## config.mk

```make
export PLATFORM = sky130hd
export DESIGN_NAME = led_pattern_gen
export DESIGN_NICKNAME = d
export VERILOG_FILES = /design/src/rtl/led_pattern_gen.sv
export SDC_FILE = /design/constraint.sdc
export NUM_CORES = 1
export LEC_CHECK = 0
export ABC_CLOCK_PERIOD_IN_PS = 2300
export BUFFER_PORTS_ARGS = -buffer_cell sky130_fd_sc_hd__clkbuf_2
export CORE_MARGIN = 4
export CORE_UTILIZATION = 59
export CTS_BUF_LIST = sky130_fd_sc_hd__clkbuf_16
export DETAILED_ROUTE_END_ITERATION = 10
export MAX_ROUTING_LAYER = met4
export PLACE_DENSITY = 0.82
export SLEW_MARGIN = 20
export SYNTH_ARGS = -nofsm -noshare
export SYNTH_HDL_FRONTEND = slang
export SYNTH_SLANG_ARGS = --single-unit
```

## constraint.sdc

```tcl
create_clock -name clk -period 2.3 [get_ports clk]
set_input_delay 0.115 -clock clk [delete_from_list [all_inputs] [get_ports clk]]
set_output_delay 0.115 -clock clk [all_outputs]
set_load 0.05 [all_outputs]
```

## src/rtl/led_pattern_gen.sv

```systemverilog
// led_pattern_gen: multi-channel programmable LED driver.
// Each channel independently runs OFF, ON, free-running BLINK or one-shot pulse
// with its own half-period. Out of reset every channel blinks with DEFAULT_HALF.
//
// Ports:
//   clk          clock
//   rst          synchronous active-high reset, overrides every other input
//   cfg_we_i     configuration write strobe (one write per asserted cycle)
//   cfg_ch_i     channel addressed by the write; indices >= N_CH are ignored
//   cfg_mode_i   0 OFF, 1 ON, 2 BLINK, 3 ONESHOT
//   cfg_half_i   half-period; each high/low phase lasts cfg_half_i+1 cycles
//   sync_i       restarts every BLINK channel in its low phase
//   led_o        registered LED outputs
//   active_o     registered: channel is in BLINK or ONESHOT
module led_pattern_gen #(
  parameter int unsigned N_CH = 4,
  parameter int unsigned CNT_W = 32,
  parameter logic [CNT_W-1:0] DEFAULT_HALF = CNT_W'(99999999),
  localparam int unsigned CH_W = (N_CH > 1) ? $clog2(N_CH) : 1
) (
  input  logic             clk,
  input  logic             rst,
  input  logic             cfg_we_i,
  input  logic [CH_W-1:0]  cfg_ch_i,
  input  logic [1:0]       cfg_mode_i,
  input  logic [CNT_W-1:0] cfg_half_i,
  input  logic             sync_i,
  output logic [N_CH-1:0]  led_o,
  output logic [N_CH-1:0]  active_o
);

  localparam logic [1:0] ModeOff     = 2'd0;
  localparam logic [1:0] ModeOn      = 2'd1;
  localparam logic [1:0] ModeBlink   = 2'd2;
  localparam logic [1:0] ModeOneshot = 2'd3;

  logic [1:0]       mode_q [N_CH];
  logic [1:0]       mode_d [N_CH];
  logic [CNT_W-1:0] half_q [N_CH];
  logic [CNT_W-1:0] half_d [N_CH];
  logic [CNT_W-1:0] cnt_q  [N_CH];
  logic [CNT_W-1:0] cnt_d  [N_CH];
  logic [N_CH-1:0]  led_q, led_d;
  logic [N_CH-1:0]  active_q, active_d;
  logic [N_CH-1:0]  wr_hit;

  // Out-of-range indices never match any channel, so such writes are dropped.
  always_comb begin
    wr_hit = '0;
    for (int i = 0; i < N_CH; i++) begin
      wr_hit[i] = cfg_we_i && (cfg_ch_i == CH_W'(i));
    end
  end

  always_comb begin
    led_d    = led_q;
    active_d = '0;
    for (int i = 0; i < N_CH; i++) begin
      mode_d[i] = mode_q[i];
      half_d[i] = half_q[i];
      cnt_d[i]  = cnt_q[i];

      case (mode_q[i])
        ModeOff: begin
          cnt_d[i] = '0;
          led_d[i] = 1'b0;
        end
        ModeOn: begin
          cnt_d[i] = '0;
          led_d[i] = 1'b1;
        end
        ModeBlink: begin
          if (cnt_q[i] == half_q[i]) begin
            cnt_d[i] = '0;
            led_d[i] = ~led_q[i];
          end else begin
            cnt_d[i] = cnt_q[i] + CNT_W'(1);
          end
        end
        default: begin // ModeOneshot
          if (cnt_q[i] == half_q[i]) begin
            cnt_d[i]  = '0;
            led_d[i]  = 1'b0;
            mode_d[i] = ModeOff;
          end else begin
            cnt_d[i] = cnt_q[i] + CNT_W'(1);
          end
        end
      endcase

      if (sync_i && (mode_q[i] == ModeBlink)) begin
        cnt_d[i] = '0;
        led_d[i] = 1'b0;
      end

      // A write takes priority over sync and over the running mode.
      if (wr_hit[i]) begin
        mode_d[i] = cfg_mode_i;
        half_d[i] = cfg_half_i;
        cnt_d[i]  = '0;
        led_d[i]  = (cfg_mode_i == ModeOn) || (cfg_mode_i == ModeOneshot);
      end

      // BLINK and ONESHOT are exactly the encodings with bit 1 set.
      active_d[i] = mode_d[i][1];
    end
  end

  always_ff @(posedge clk) begin
    if (rst) begin
      for (int i = 0; i < N_CH; i++) begin
        mode_q[i] <= ModeBlink;
        half_q[i] <= DEFAULT_HALF;
        cnt_q[i]  <= '0;
      end
      led_q    <= '0;
      active_q <= '1;
    end else begin
      for (int i = 0; i < N_CH; i++) begin
        mode_q[i] <= mode_d[i];
        half_q[i] <= half_d[i];
        cnt_q[i]  <= cnt_d[i];
      end
      led_q    <= led_d;
      active_q <= active_d;
    end
  end

  assign led_o    = led_q;
  assign active_o = active_q;

endmodule
```

* Word-level counts from Yosys, hierarchy flattened
Memories as Yosys holds them, arrays and structs flattened.
Index checks and enable logic that the tools add are counted.
Widths: inputs -> output; s select.
** Word-level totals
- Bits in registers :: 8
- Memory bits (writable) :: 264
- Input port bits :: 40
- Word-level logic and storage cells :: 146
- Memories :: 3
** Memories
- cnt_q :: words 4, width 32, read ports 4, clocked after memory_dff 0, write ports 4, RTL line 41 : logic [CNT_W-1:0] cnt_q [N_CH];
- half_q :: words 4, width 32, read ports 4, clocked after memory_dff 0, write ports 4, RTL line 39 : logic [CNT_W-1:0] half_q [N_CH];
- mode_q :: words 4, width 2, read ports 4, clocked after memory_dff 0, write ports 4, RTL line 37 : logic [1:0] mode_q [N_CH];
** Operators by class
- $add $sub $neg :: 4
- Eq/ne operators :: 21
- Muxes and demuxes :: 67
- Bitwise logic cells :: 16
- Reductions and logical operators :: 30
** Operators by type and width (number)
- $mux 32 :: 28
- $add 32x1->32 const B :: 4
- $eq 32x32->1 :: 4
- $mux 2 :: 16
- $reduce_bool 5->1 :: 4
- $mux 1 :: 19
- $ne 4x3->1 const B :: 4
- $eq 2x2->1 const B :: 7
- $eq 2x1->1 const B :: 6
- $or 1x1->1 :: 12
- $pmux 1 s3 :: 4
- $reduce_or 3->1 :: 4
- $logic_not 2->1 :: 5
- $logic_and 1x1->1 :: 8
- $reduce_and 2->1 :: 4
- $reduce_or 2->1 :: 4
- $not 1->1 :: 4
- $logic_or 1x1->1 :: 1

* Depth between registers and ports, before layout
Gate-level depths: netlist of the first run.
- Word-level depth :: 6
- Mapped depth :: 8
- Gate-level depth less buffers :: 7

* Worst setup path before layout of the first run
No wires, ideal clock.
- Path kind :: flip-flop to flip-flop
- Start point :: mem cnt_q[0][1]
- End point :: mem cnt_q[0][24]
- Library setup time :: 0.117 ns
- Arrival :: 1.629 ns
- Required time :: 2.183 ns
- Slack :: 0.554 ns
- Cell stages (with the launch flop) :: 8
- Buffers on the path :: 1
- Period minus slack after synthesis :: 1.746 ns
- Cells stage by stage :: dfxtp_1 -> ha_1 -> and4_1 -> clkbuf_1 -> nand4_2 -> nor4_1 -> xnor2_1 -> nor2_1
** RTL lines (RTL line)
- start: declaration :: 41

==> flow_summary.ini, run 1 <==
[status]
status = finished, final reports clean

[critical_path]
path_buf_inv = 1
critPathRequiredTime_ps = 2710
crit_arrival_ps = 2370
r2r_start = cnt_q[1][23]$_SDFF_PP0_
rr_worst_depth = 6
r2r_setup_slack_ps = 340
crit_path_end_kind = register
critPathTopFamily = simple AND/OR/NAND/NOR gates
path_cells = xnor2_1 -> nand4_1 -> nor4_1 -> a211o_1 -> buf_12 -> nor2_1
cp_slowest_stage_delay_ps = 570
crit_fanout = 32
startpoint_type = register
path_class = register to register
rr_endpoint = cnt_q[1][0]$_SDFF_PP0_
cp_slowest_cell = nor4_1

[grt]
grt_max_degree = 52
grt.total_usage = 0.2694
grt_pass1_wl_um = 51040
antenna_found_initial = 0
grt_pass1_vias = 9731
grt_remaining_overflow = 0

[power_and_ir_drop]
p_switching_uw = 2392
p_comb_frac = 0.080
peakVddDrop_v = 0.0005492
power_uw = 9826
p_int_uw = 7435
seq_power_share = 0.496
p_leak_uw = 0.005066
switching_share = 0.2434
power.density_mw_per_mm2 = 694.6
clkPwrFrac = 0.424

[timing]
fin_worst_skew_ps = 22.13
grt_setup_unrepaired = false
maxSlewHeadroom = 0.5140
max_freq_mhz = 509.8
worstMarginPinSlew_ps = 729.0
finalHoldViolCount = 0
slew_violations = 0
setup_viol = 0
fin_crit_ps = 1961
fin_crit_sh = 0.8528
finalSetupTns_ps = 0

[synth]
synthFlopType = dfxtp_1
synth-edff-count = 0
synth_nets = 1544
ys_types = 48
syn_area_per_cell_um2 = 8.421
syn-cell-area_mm2 = 0.01250
yosys-top-cells-area = dfxtp_1, xnor2_1, nand2_1, nand3b_1, nor2_1
ys_seq_area_frac = 0.4293
synthCells = 1484
synthArstFlopShare = 0
synth_top_cell_by_area = dfxtp_1
synth_top_area_frac = 0.4293
yosys_warnings = 0
synth-seq-cells = 268

[floorplan]
die_area_mm2 = 0.02357
die_w_um = 153.5
design.core.area_mm2 = 0.02056
die_h_um = 153.5
initial_core_util = 0.6078
std_cell_rows = 52
io_pins = 48

[clock_tree]
cts_made_buffers = 27
ctsLongestPathBuffers = 3
cts_tree = built
cts.clk_slew.worst_paths_ps = 60
cts_setup_buffers = 0
clock_latency_ps = 540
htree_levels = 1
cts.sinks = 268
root_buffer = clkbuf_16

[routing]
vias = 10440
drt-initial-drc-count = 980
routed_wl_um = 31900
drc_errors = 0
viasPerCell = 5.705
wire_per_inst_um = 17.43
ant_nets = 0
drtPass1Iterations = 5

[final_layout]
final_cell_mix = nand2_1, dfxtp_1, xnor2_1
syn2layout_area_growth_pct = 13.20
antenna_cells = 0
layout_commonest_cell = nand2_1
drive_gt1_frac = 0.08718
finalNetCount = 1599
fillers = 1567

[place]
dp_hpwl_um = 21540
io_buffers = 47
gp_congestion = 0.9107

[min_path]
hp-start = sync_i
hold_class = input port to register
min_path_cells = 5
holdPathEnd = led_o[2]$_SDFFE_PP0P_

[run]
max-cap-violations = 0
-- cell families after synthesis --
logic type	after synthesis	synth area share
buffers and inverters	103	0.03454
multiplexers	4	0.003604
flip-flops	268	0.4293
XOR/XNOR	245	0.1717
adder cells (fa/ha/maj)	20	0.02002
AO/OA/AOI/OAI	87	0.04005
AND/OR/NAND/NOR	757	0.3008
-- how the worst max path moves through the flow --
| stage | from | end | cells past startpoint |
|---|---|---|---|
| 4_1_cts | cnt_q[0][0]$_SDFF_PP0_ | cnt_q[0][24]$_SDFF_PP0_ | 6 |
| 3_3_place_gp | cnt_q[1][23]$_SDFF_PP0_ | cnt_q[1][23]$_SDFF_PP0_ | 6 |
| 2_1_floorplan | cnt_q[0][1]$_SDFF_PP0_ | cnt_q[0][24]$_SDFF_PP0_ | 7 |
| 5_1_grt | cnt_q[0][0]$_SDFF_PP0_ | cnt_q[0][24]$_SDFF_PP0_ | 6 |
| 3_5_place_dp | cnt_q[0][0]$_SDFF_PP0_ | cnt_q[0][24]$_SDFF_PP0_ | 6 |
| 6_report | cnt_q[1][23]$_SDFF_PP0_ | cnt_q[1][0]$_SDFF_PP0_ | 6 |
-- worst register-to-register path: cells and delay by family (launching register included) --
family	cells	cell delay, ps
buf+inv	1	190
simple gates	3	780
compound gates	1	260
xor+xnor	1	250
flops	1	350
-- what timing repair did --
action	4_1_cts	5_1_grt
hold endpoints to repair	134	0
endpoints found under the setup margin	0	0
hold buffers	35	0
gates resized for setup	0	0
-- metrics by stage --
step	std cells	util	area (um^2)	setup slack, ps	hold slack [ps]
finish	1830	0.6880	14150	338.5	232.9
global placement	1745	0.6305	12960	413.3	437.6
CTS	1830	0.6880	14150	358.4	219.4
global route	1830	0.6880	14150	108.6	274.3
detailed placement	1745	0.6305	12960	373.5	451.0
floorplan	1484	-	12500	554.3	235.8
-- synth_stat cells (3+ instances only) --
cell	instances
or3_1	4
nand3b_1	79
mux2_2	4
clkbuf_1	50
o21ai_0	5
or2_2	3
xnor2_1	188
nor3_1	20
dfxtp_1	268
a21o_1	4
nor2_1	149
buf_1	3
ha_1	20
and3_1	12
buf_4	5
xor2_1	57
and2_1	7
nand3_1	46
nand4_1	62
inv_1	24
a221o_1	3
nor4_1	30
buf_2	20
and4_2	3
nand2_1	303
nor2b_1	9
o2bb2ai_1	4
and4_1	13
a21oi_1	63
-- registers in the layout, indices dropped and copies added, names as in the netlist --
| signal | flops |
|---|---|
| led_o | 4 |
| mode_q | 4 |
| cnt_q | 128 |
| active_o | 4 |
| half_q | 128 |
-- power groups by stage --
stage / combinational, uW / clock [uW] / sequential [uW]
2_1_floorplan: 458 / 0 / 4970
3_3_place_gp: 698 / 0 / 4970
3_5_place_dp: 717 / 0 / 4970
4_1_cts: 773 / 4220 / 4870
5_1_grt: 844 / 4410 / 4890
6_report: 782 / 4170 / 4880
-- layout make-up --
| type | count | area [um^2] | area share |
|---|---|---|---|
| multi-input combinational | 1113 | 6709 | 0.4743 |
| tap | 270 | 337.8 | 0.02388 |
| sequential | 268 | 5365 | 0.3793 |
| clock inverter | 23 | 157.7 | 0.01114 |
| clock buffer | 27 | 675.6 | 0.04776 |
| inverter | 24 | 90.09 | 0.006368 |
| timing repair buffer | 105 | 810.8 | 0.05731 |
-- per-layer routing --
| metal | GRT usage | vias up | wire (um) |
|---|---|---|---|
| met5 | - | - | 0 |
| met4 | 0.1123 | 0 | 1515 |
| met3 | 0.04384 | 97 | 2401 |
| met2 | 0.4209 | 401 | 14580 |
| met1 | 0.3498 | 4897 | 13400 |
| li1 | - | 5046 | - |
(Power assumes the default switching activity.)
==> inputs of run 2 (changes only) <==
Settings changed: MAX_ROUTING_LAYER met4 to not set.
==> run 2 against run 1 <==
Sequential share of layout area fell by 0.18 points. Utilization rose by 0.33 points. Critical path type unchanged. Clock skew fell by 3.4 ps. Total power rose by 2.9%. Flip-flop and latch count did not move. Clock power rose by 7.0%. Critical path depth did not move. Hold slack got worse by 27 ps. Maximum frequency fell by 3.3%. Via count barely moved.
==> flow_summary.ini, run 2 (synthesis gave the netlist of run 1 again) <==
[status]
status = finished, final reports clean

[floorplan]
design.core.area_mm2 = 0.02056
io_pins = 48
std_cell_rows = 52
die_h_um = 153.5
die_area_mm2 = 0.02357
initial_core_util = 0.6078
die_w_um = 153.5

[grt]
grt_pass1_wl_um = 52700
grt_max_degree = 52
grt_remaining_overflow = 0
antenna_found_initial = 0
grt_pass1_vias = 10250
grt.total_usage = 0.2693

[timing]
finalHoldViolCount = 0
max_freq_mhz = 493.2
worstMarginPinSlew_ps = 696.9
setup_viol = 0
grt_setup_unrepaired = false
finalSetupTns_ps = 0
fin_crit_sh = 0.8816
slew_violations = 0
fin_crit_ps = 2028
maxSlewHeadroom = 0.5354
fin_worst_skew_ps = 18.71

[clock_tree]
cts_setup_buffers = 0
cts.clk_slew.worst_paths_ps = 60
clock_latency_ps = 540
cts_made_buffers = 27
ctsLongestPathBuffers = 3
root_buffer = clkbuf_16
htree_levels = 1
cts_resized = 0
cts_tree = built
cts_hold_buf = 35
cts.sinks = 268

[critical_path]
critPathRequiredTime_ps = 2730
crit_fanout = 9
r2r_setup_slack_ps = 270
crit_arrival_ps = 2460
path_class = register to register
startpoint_type = register
crit_path_end_kind = register

[power_and_ir_drop]
seq_power_share = 0.482
p_int_uw = 7673
peakVddDrop_v = 0.0004537
clkPwrFrac = 0.441
power_uw = 10110
p_leak_uw = 0.005099
power.density_mw_per_mm2 = 711.5
p_switching_uw = 2440
switching_share = 0.2413
p_comb_frac = 0.077

[routing]
drt-initial-drc-count = 913
vias = 10440
ant_nets = 0
routed_wl_um = 32220
wire_per_inst_um = 17.59
drc_errors = 0
viasPerCell = 5.701
drtPass1Iterations = 5

[min_path]
hold_class = input port to register

[final_layout]
final_cells = 1831
fillers = 1618
reg.largest.list = cnt_q (128), half_q (128)
antenna_cells = 0
layout_commonest_cell = nand2_1
finalNetCount = 1600
final_cell_mix = nand2_1, dfxtp_1, xnor2_1
syn2layout_area_growth_pct = 13.74
drive_gt1_frac = 0.08969

[run]
max-cap-violations = 0

[place]
gp_congestion = 0.8965
io_buffers = 47
place_inst = 1746
dp_hpwl_um = 21850
[run 2: final cells by class]
cell class / count / area (um^2) / area share
multi-input combinational: 1113 / 6709 / 0.4720
sequential: 268 / 5365 / 0.3775
timing repair buffer: 106 / 818.3 / 0.05757
clock buffer: 27 / 675.6 / 0.04754
tap: 270 / 337.8 / 0.02377
clock inverter: 23 / 217.7 / 0.01532
inverter: 24 / 90.09 / 0.006338
[run 2: final timing paths]
kind                                            startpoint                          to  depth (start not counted)
worst max-delay path                cnt_q[0][1]$_SDFF_PP0_     cnt_q[0][24]$_SDFF_PP0_                          6
worst min-delay path                              cfg_we_i  half_q[1][27]$_SDFFE_PP0P_                          5
worst max register to register      cnt_q[0][1]$_SDFF_PP0_     cnt_q[0][24]$_SDFF_PP0_                          6
worst min register to register  half_q[2][11]$_SDFFE_PP0P_  half_q[2][11]$_SDFFE_PP0P_                          2
[run 2: worst max-delay path, stage by stage (launching register included)]
cell,delay [ps]
dfxtp_1,440
ha_1,250
and4_1,300
nand4_2,300
nor4_1,370
xnor2_1,170
nor2_1,80
[run 2: power by group through the flow]
stage	registers [uW]	clock network, uW	logic [uW]
2_1_floorplan	4970	0	458
3_3_place_gp	4970	0	695
3_5_place_dp	4980	0	713
4_1_cts	4870	4490	768
5_1_grt	4890	4710	845
6_report	4880	4460	779
[run 2: metal layers]
metal  global-route usage  vias up  routed length [um]
li1                     -     5054                   -
met1               0.3553     4957               13770
met2               0.4462      346               15090
met3              0.03766       82                1922
met4               0.1110        0                1435
met5                    0        -                   0
[run 2: stage by stage]
stage,hold WS (ps),util,setup slack (ps),cell area [um^2]
finish,205.4,0.6913,272.2,14210
global route,207.5,0.6913,138.4,14210
CTS,153.3,0.6913,297.9,14210
detailed placement,437.7,0.6308,358.5,12970
global placement,432.6,0.6308,431.8,12970
floorplan,235.8,-,554.3,12500
==> inputs of run 3 (changes only) <==
Settings changed: ABC_AREA set to 1, PLACE_DENSITY 0.82 to 0.81.
==> run 3 against run 2 <==
Global-route usage is 2.5 points higher. Die area grew 9.2%. Sequential power about the same. Highest routed layer is now met5. Cell area rose by 10%. Flip-flop and latch count is the same. Clock skew down 11 ps. Sequential share of layout area shrank 3.5 points. Clock power increased by 19%. Total power rose by 8.8%. Hold slack got worse by 180 ps. Critical endpoint is now cnt_q[0][26]$_SDFF_PP0_. Final cell count is 33% higher.
==> flow_summary.ini, run 3 <==
[status]
status = finished, final reports clean

[clock_tree]
clock_latency_ps = 540
root_buffer = clkbuf_16
cts_setup_buffers = 0
cts.sinks = 268
ctsLongestPathBuffers = 3
cts.clk_slew.worst_paths_ps = 60
cts_tree = built
cts_resized = 0
htree_levels = 1
cts_made_buffers = 29

[floorplan]
die_w_um = 160.5
design.core.area_mm2 = 0.02278
io_pins = 48
std_cell_rows = 55
die_area_mm2 = 0.02575
initial_core_util = 0.6022
die_h_um = 160.5

[grt]
grt_pass1_wl_um = 62520
grt_pass1_vias = 12520
grt_remaining_overflow = 0
grt.total_usage = 0.2939
grt_max_degree = 63
antenna_found_initial = 3

[place]
place_area_mm2 = 0.01425
dp_hpwl_um = 27780
place_inst = 2357
io_buffers = 47
gp_congestion = 0.9317

[final_layout]
drive_gt1_frac = 0.07230
reg.largest.list = cnt_q (128), half_q (128)
final_cell_mix = nand2_1, dfxtp_1, nor2_1
final_area_mm2 = 0.01566
antenna_cells = 0
layout_commonest_cell = nand2_1
fillers = 1941
finalNetCount = 2168
final_cells = 2443
syn2layout_area_growth_pct = 14.19

[synth]
ys_seq_area_frac = 0.3911
synth-edff-count = 0
synth_simple_gate_area_frac = 0.3481
yosys-top-cells-area = dfxtp_1, nand2_1, nor2_1, inv_1, xnor2_1
ys_types = 37
synth_xor_area_frac = 0.07151
synth-seq-cells = 268
yosys-mux-area-fraction = 0
synth_top_family_by_area = simple AND/OR/NAND/NOR gates
synth-compound-area-share = 0.08693
syn-cell-area_mm2 = 0.01372
synth_top_area_frac = 0.3911
synth_top_cell_by_area = dfxtp_1
synth_nets = 2101
synth_common_cells = nand2_1, dfxtp_1, nor2_1, inv_1, a21oi_1
synthFlopType = dfxtp_1
synthArstFlopShare = 0
synthAdderAreaFrac = 0.01824
synthCells = 2041
yosys_warnings = 0
syn_area_per_cell_um2 = 6.721
synth_most_common_cell = nand2_1

[routing]
wire_per_inst_um = 15.89
vias = 13260
ant_nets = 0
drt-initial-drc-count = 1057
routed_wl_um = 38810
drtPass1Iterations = 5
drc_errors = 0
viasPerCell = 5.426

[timing]
maxSlewHeadroom = 0.6298
setup_viol = 0
fin_crit_ps = 1905
slew_violations = 0
worstMarginPinSlew_ps = 551.9
whs_ps = 24.91
fin_crit_sh = 0.8281
finalSetupTns_ps = 0
grt_setup_unrepaired = false
max_freq_mhz = 525.0
fin_worst_skew_ps = 7.716
finalHoldViolCount = 0

[power_and_ir_drop]
power.density_mw_per_mm2 = 702.5
p_leak_uw = 0.006078
peakVddDrop_v = 0.0005281

[critical_path]
crit_fanout = 5
startpoint_type = register
path_class = register to register
critPathRequiredTime_ps = 2720
crit_path_end_kind = register
crit_arrival_ps = 2320

[run]
max-cap-violations = 0

[min_path]
hold_class = input port to register
-- run 3: cell types whose count changed in the layout (fill, tap and decap cells not counted), moves of 40 or more --
cell,previous run,this run
nand2_1,303,621
o21ai_0,5,71
xnor2_1,188,77
a21oi_1,63,117
nand3b_1,79,4
nand3_1,46,108
nor2_1,148,233
inv_1,27,232
nor3_1,20,60
-- run 3: critical path, cell delays in order, from the launching register on --
cell and delay (ps):
dfxtp_1 430, ha_1 250, nand3_2 140, nor2_4 190, nand3_2 150, nor2_2 190
nand2_1 140, nor3_1 200, nor3b_2 70
-- run 3: layer usage --
layer  share of wire  vias up  track usage
met1            0.42     6094       0.3824
met5          0.0029        -      0.02083
met3           0.082      104      0.05620
met4           0.036        8       0.1013
li1                -     6586            -
met2            0.46      463       0.4887
-- run 3: what timing repair did --
action,CTS,global route
endpoints found under the setup margin,0,0
hold endpoints to repair,101,0
hold buffers,33,0
-- run 3: final timing paths --
check / start / endpoint / slack [ps] / depth (start not counted)
setup reg to reg: cnt_q[0][0]$_SDFF_PP0_ / cnt_q[0][26]$_SDFF_PP0_ / 400 / 8
hold / removal: cfg_half_i[0] / half_q[1][0]$_SDFFE_PP1P_ / 20 / 3
hold reg to reg: half_q[0][8]$_SDFFE_PP0P_ / half_q[0][8]$_SDFFE_PP0P_ / 460 / 2
setup / recovery: cnt_q[0][0]$_SDFF_PP0_ / cnt_q[0][26]$_SDFF_PP0_ / 400 / 8
-- run 3: where the power goes --
part,total (uW),internal (uW),switching (uW)
logic,825,288,537
clock network,5290,3390,1900
registers,4890,4780,105
-- run 3: per-stage QoR --
stage               power (uW)    util  setup slack (ps)
floorplan                 5471       -             705.2
global placement          5725  0.6256             493.1
detailed placement        5745  0.6256             428.5
CTS                      11060  0.6877             416.1
global route             11370  0.6877             214.1
finish                   11000  0.6877             395.4
-- run 3: logic make-up after synthesis --
family / after synthesis
fa+ha+maj: 20
simple gates: 1123
xor+xnor: 112
compound gates: 222
flops: 268
buf+inv: 296
-- run 3: final cells by class --
cell class | count | area (um^2) | share of cell area
clock buffer | 29 | 725.7 | 0.04633
sequential | 268 | 5365 | 0.3425
inverter | 235 | 883.3 | 0.05639
timing repair buffer | 97 | 730.7 | 0.04665
multi-input combinational | 1477 | 7209 | 0.4603
clock inverter | 24 | 357.8 | 0.02285
tap | 313 | 391.6 | 0.02500
